File: src/rtl/pmem_burst_ctrl.sv
// Cache-line to memory-burst sequencer: latches one arbiter line request, runs a
// BEATS-beat read or write burst on the narrow bus, and answers with a one-cycle line_resp.
module pmem_burst_ctrl #(
  parameter int ADDR_W = 32,
  parameter int LINE_W = 256,
  parameter int BEAT_W = 64
) (
  input  logic              clk,
  input  logic              rst,
  input  logic [ADDR_W-1:0] line_address,
  input  logic [LINE_W-1:0] line_wdata,
  input  logic              line_read,
  input  logic              line_write,
  output logic              line_resp,
  output logic [LINE_W-1:0] line_rdata,
  output logic [ADDR_W-1:0] burst_address,
  output logic [BEAT_W-1:0] burst_wdata,
  output logic              burst_read,
  output logic              burst_write,
  input  logic              burst_resp,
  input  logic [BEAT_W-1:0] burst_rdata
);

  localparam int BEATS = LINE_W / BEAT_W;
  localparam int CNT_W = (BEATS > 1) ? $clog2(BEATS) : 1;
  localparam int OFF_W = $clog2(LINE_W / 8);

  typedef enum logic [1:0] {IDLE, RD_BURST, WR_BURST, DONE} state_t;

  state_t            state_q, state_d;
  logic [CNT_W-1:0]  beat_cnt_q, beat_cnt_d;
  logic [ADDR_W-1:0] addr_q, addr_d;
  logic [LINE_W-1:0] wdata_q, wdata_d;
  logic [LINE_W-1:0] asm_q, asm_d;
  logic [LINE_W-1:0] rdata_q, rdata_d;
  logic              last_beat;

  // Byte offset within the line is dropped when the address is latched.
  logic unused_addr_bits;
  assign unused_addr_bits = ^line_address[OFF_W-1:0];

  always_comb begin
    state_d    = state_q;
    beat_cnt_d = beat_cnt_q;
    addr_d     = addr_q;
    wdata_d    = wdata_q;
    asm_d      = asm_q;
    rdata_d    = rdata_q;
    last_beat  = (beat_cnt_q == CNT_W'(BEATS - 1));
    case (state_q)
      IDLE: begin
        if (line_write || line_read) begin
          addr_d     = {line_address[ADDR_W-1:OFF_W], {OFF_W{1'b0}}};
          wdata_d    = line_wdata;
          beat_cnt_d = '0;
          state_d    = line_write ? WR_BURST : RD_BURST;
        end
      end
      RD_BURST: begin
        if (burst_resp) begin
          asm_d[beat_cnt_q*BEAT_W +: BEAT_W] = burst_rdata;
          beat_cnt_d = beat_cnt_q + CNT_W'(1);
          if (last_beat) begin
            // Publish the whole line only once it is complete.
            rdata_d = asm_d;
            state_d = DONE;
          end
        end
      end
      WR_BURST: begin
        if (burst_resp) begin
          beat_cnt_d = beat_cnt_q + CNT_W'(1);
          if (last_beat) state_d = DONE;
        end
      end
      DONE: state_d = IDLE;
      default: state_d = IDLE;
    endcase
  end

  always_ff @(posedge clk) begin
    if (rst) begin
      state_q    <= IDLE;
      beat_cnt_q <= '0;
      addr_q     <= '0;
      wdata_q    <= '0;
      asm_q      <= '0;
      rdata_q    <= '0;
    end else begin
      state_q    <= state_d;
      beat_cnt_q <= beat_cnt_d;
      addr_q     <= addr_d;
      wdata_q    <= wdata_d;
      asm_q      <= asm_d;
      rdata_q    <= rdata_d;
    end
  end

  assign line_resp     = (state_q == DONE);
  assign burst_read    = (state_q == RD_BURST);
  assign burst_write   = (state_q == WR_BURST);
  assign burst_address = addr_q;
  assign burst_wdata   = wdata_q[beat_cnt_q*BEAT_W +: BEAT_W];
  assign line_rdata    = rdata_q;

endmodule

File: config.mk
export PLATFORM = sky130hd
export DESIGN_NAME = pmem_burst_ctrl
export DESIGN_NICKNAME = d
export VERILOG_FILES = /design/src/rtl/pmem_burst_ctrl.sv
export SDC_FILE = /design/constraint.sdc
export NUM_CORES = 2
export LEC_CHECK = 0
export BUFFER_PORTS_ARGS = -buffer_cell sky130_fd_sc_hd__buf_2
export CAP_MARGIN = 15
export CELL_PAD_IN_SITES_DETAIL_PLACEMENT = 1
export CELL_PAD_IN_SITES_GLOBAL_PLACEMENT = 1
export CORE_AREA = 2 2 278 280
export DETAILED_ROUTE_END_ITERATION = 10
export DIE_AREA = 0 0 280 282
export GPL_TIMING_DRIVEN = 0
export PLACE_DENSITY_LB_ADDON = 0.12
export SYNTH_ARGS = -nofsm -noshare
export SYNTH_HDL_FRONTEND = slang
export SYNTH_SLANG_ARGS = --single-unit
File: constraint.sdc
create_clock -name clk -period 6.3 [get_ports clk]
set_clock_uncertainty 0.1 [all_clocks]
set_input_delay 1.26 -clock clk [delete_from_list [all_inputs] [get_ports clk]]
set_output_delay 1.26 -clock clk [all_outputs]
set_load 0.02 [all_outputs]
==> reports/results.ini <==
[outcome]
status = complete, no violations

[setup_path]
worst_setup_path_end_kind = output port
path_buf_inv = 3
r2r_cells = 9
setup.worst_path.start_class = flop
crit_slowest_cell = buf_1
path_common_cell = buf_2
critPathMaxFanout = 10
r2r_end = line_rdata[181]$_SDFFE_PP0P_
critPathTopFamily = buffers and inverters
required_ns = 4.94
cp.depth = 4
r2r_start = beat_cnt_q[1]$_SDFFE_PP0P_
cp.arrival_ns = 3.08
max_stage_delay_ns = 0.96
path_cells = buf_2, buf_1, mux4_2, buf_2
rrSetupSlack_ns = 2.36
crit_type = flop to output port

[floorplan]
core_area_um2 = 75700
dieHeight_um = 282
io_pins = 712
fp.dieW_um = 280
num_rows = 101
start_util_pct = 37.12
dieArea_um2 = 78960

[sta]
tns_ns = 0
rsz0062_at_grt = false
slew_headroom_pct = 17.87
setup_viol = 0
final.period_utilization_pct = 70.53
slew_violations = 0
tightest_slew_ns = 1.232
period_needed_ns = 4.443
setup_slack_ns = 1.857
hold_viol = 0
fmax_ghz = 0.2251

[placement]
dp_hpwl_mm = 94.33
place_ws_ns = 2.427
gp_congestion = 0.8804
io_buffers = 699

[hold_path]
hold_class = flop to flop
hold_path_startpoint = line_rdata[225]$_SDFFE_PP0P_
hold_depth = 2
min_to = line_rdata[225]$_SDFFE_PP0P_

[global_route]
track_usage_pct = 31.12
grt_overflow = 0
grt_start_max_net_pins = 14
grt_pass1_vias = 28099
grt_pass1_wl_mm = 182.5
antenna_found_initial = 26

[drt]
routed_via_density = 5.601
first_pass_iters = 5
drc = 0
ant_nets = 0
first_iter_violations = 1899
routed_wirelength_mm = 128.1
vias = 27713
post_drt_wl_per_cell_um = 25.88

[power_and_ir_drop]
ir_worst_vdd_mv = 0.2036
leakage_nw = 15.13
p_per_area_nw_per_um2 = 392.6

[logic_synthesis]
synth_warnings = 0
ys.flop_type = dfxtp_1
synth_cells = 3113
yosys-top-cells-area = dfxtp_1 (52%), nand2_1 (8.5%), a21oi_1 (7.3%)
yosys.area.top_type = dfxtp_1
synth_edf_count = 0
synthTopCellsByCount = dfxtp_1 (735), nand2_1 (634), a21oi_1 (412)
ys_seq_area_share_pct = 52.36
syn_avg_cell_area_um2 = 9.027
synth_cell_types = 39
ys_async_sr_fraction_pct = 0
ys_ff_latch = 735
syn_area_um2 = 28100
synth_top_area_share_pct = 52.36
yosysMostFrequentCell = dfxtp_1

[cells_and_area]
area_growth_pct = 26.39
drive_above_1_share_pct = 26.47
fin_nets = 4271

[clock_network]
post_cts_resized = 0
clockBufferDepth = 3
clkLatencyLatePin_ns = 0.63
post_cts_buffers = 0
clkSinkCount = 735
path_clk_slew_ns = 0.06
cts_hold_buf = 0
cts_tree = yes
root_buffer = clkbuf_16
cts-buffers-inserted = 81
htreeDepth = 3

[run]
maxCapViolCount = 0

==> per-layer routing <==
metal	GRT usage [%]	vias to the layer above	share of wire, %
met5	0	-	0.060
met4	14.36	16	4.5
met3	8.419	260	7.9
met2	53.21	1019	48
met1	36.30	13688	39
li1	-	12730	-
==> worst max path at each step <==
stage	startpoint	endpoint	slack, ns
after CTS	beat_cnt_q[1]$_SDFFE_PP0P_	burst_wdata[28]	1.88
after detailed placement	beat_cnt_q[1]$_SDFFE_PP0P_	line_rdata[179]$_SDFFE_PP0P_	2.43
after global routing	beat_cnt_q[1]$_SDFFE_PP0P_	burst_wdata[28]	1.77
final	beat_cnt_q[1]$_SDFFE_PP0P_	burst_wdata[28]	1.86
after global placement	beat_cnt_q[1]$_SDFFE_PP0P_	line_rdata[178]$_SDFFE_PP0P_	2.48
after floorplan	beat_cnt_q[0]$_SDFFE_PP0P_	burst_wdata[0]	3.45
==> registers in the layout (all words and copies together) (netlist names) <==
name,cells
asm_q,192
line_rdata,256
beat_cnt_q,2
burst_address,27
state_q,2
wdata_q,256
==> worst reg2reg max path: stages, from the launching register on <==
cell     delay (ns)
dfxtp_1        0.41
buf_2          0.39
buf_1          0.96
inv_1          0.23
ha_1           0.44
nor3b_2        0.21
buf_2          0.44
buf_2          0.35
a32oi_1        0.16
a21oi_1        0.20
==> layout make-up <==
class / instances / area, um^2
clock buffers: 116 / 2350
plain buffers: 324 / 1508
flip-flops and latches: 735 / 14710
fillers: 9056 / 40180
well taps: 978 / 1224
clock inverters: 20 / 221.5
repair buffers: 703 / 3571
multi-input cells: 2050 / 11870
diodes: 14 / 35.03
inverters: 8 / 30.03
==> layout by cell type, fill, tap and decap left out, types with 17 or more instances in the layout <==
master and instances:
a21oi_1 412, a221oi_1 128, a22o_1 64, a32oi_1 191, buf_1 21, buf_2 826
buf_4 17, clkbuf_1 166, clkbuf_16 82, clkbuf_8 17, dfxtp_1 735, mux4_2 64
nand2_1 634, nand3_1 69, nor2_1 257, o21ai_0 192
==> kinds of logic after synthesis <==
kind of cell               count (synthesis)  synth area share, %
buffers and inverters                    332                5.472
and+or+nand+nor                          971                13.46
other                                      1              0.01334
DFF                                      735                52.36
adders and majority gates                 11               0.4898
AOI/OAI and AO/OA                        997                23.01
muxes                                     66                5.200
==> metrics by stage <==
| stage | utilization (%) | hold slack (ns) | instances | area [um^2] | total power, mW |
|---|---|---|---|---|---|
| final | 46.92 | 0.3505 | 4948 | 35520 | 13.94 |
| after global routing | 46.91 | 0.3664 | 4944 | 35510 | 14.53 |
| after CTS | 46.86 | 0.3533 | 4933 | 35470 | 14.00 |
| after detailed placement | 43.46 | 0.3451 | 4797 | 32900 | 9.287 |
| after global placement | 43.38 | 0.3391 | 4794 | 32840 | 9.219 |
| after floorplan | - | 0.3331 | 3117 | 28120 | 7.702 |
==> power by group <==
group | internal (mW) | switching, mW
Combinational | 1.13 | 2.81
Clock | 2.71 | 2.00
Sequential | 5.07 | 0.228
No activity file was read; power rests on OpenSTA's default activity.
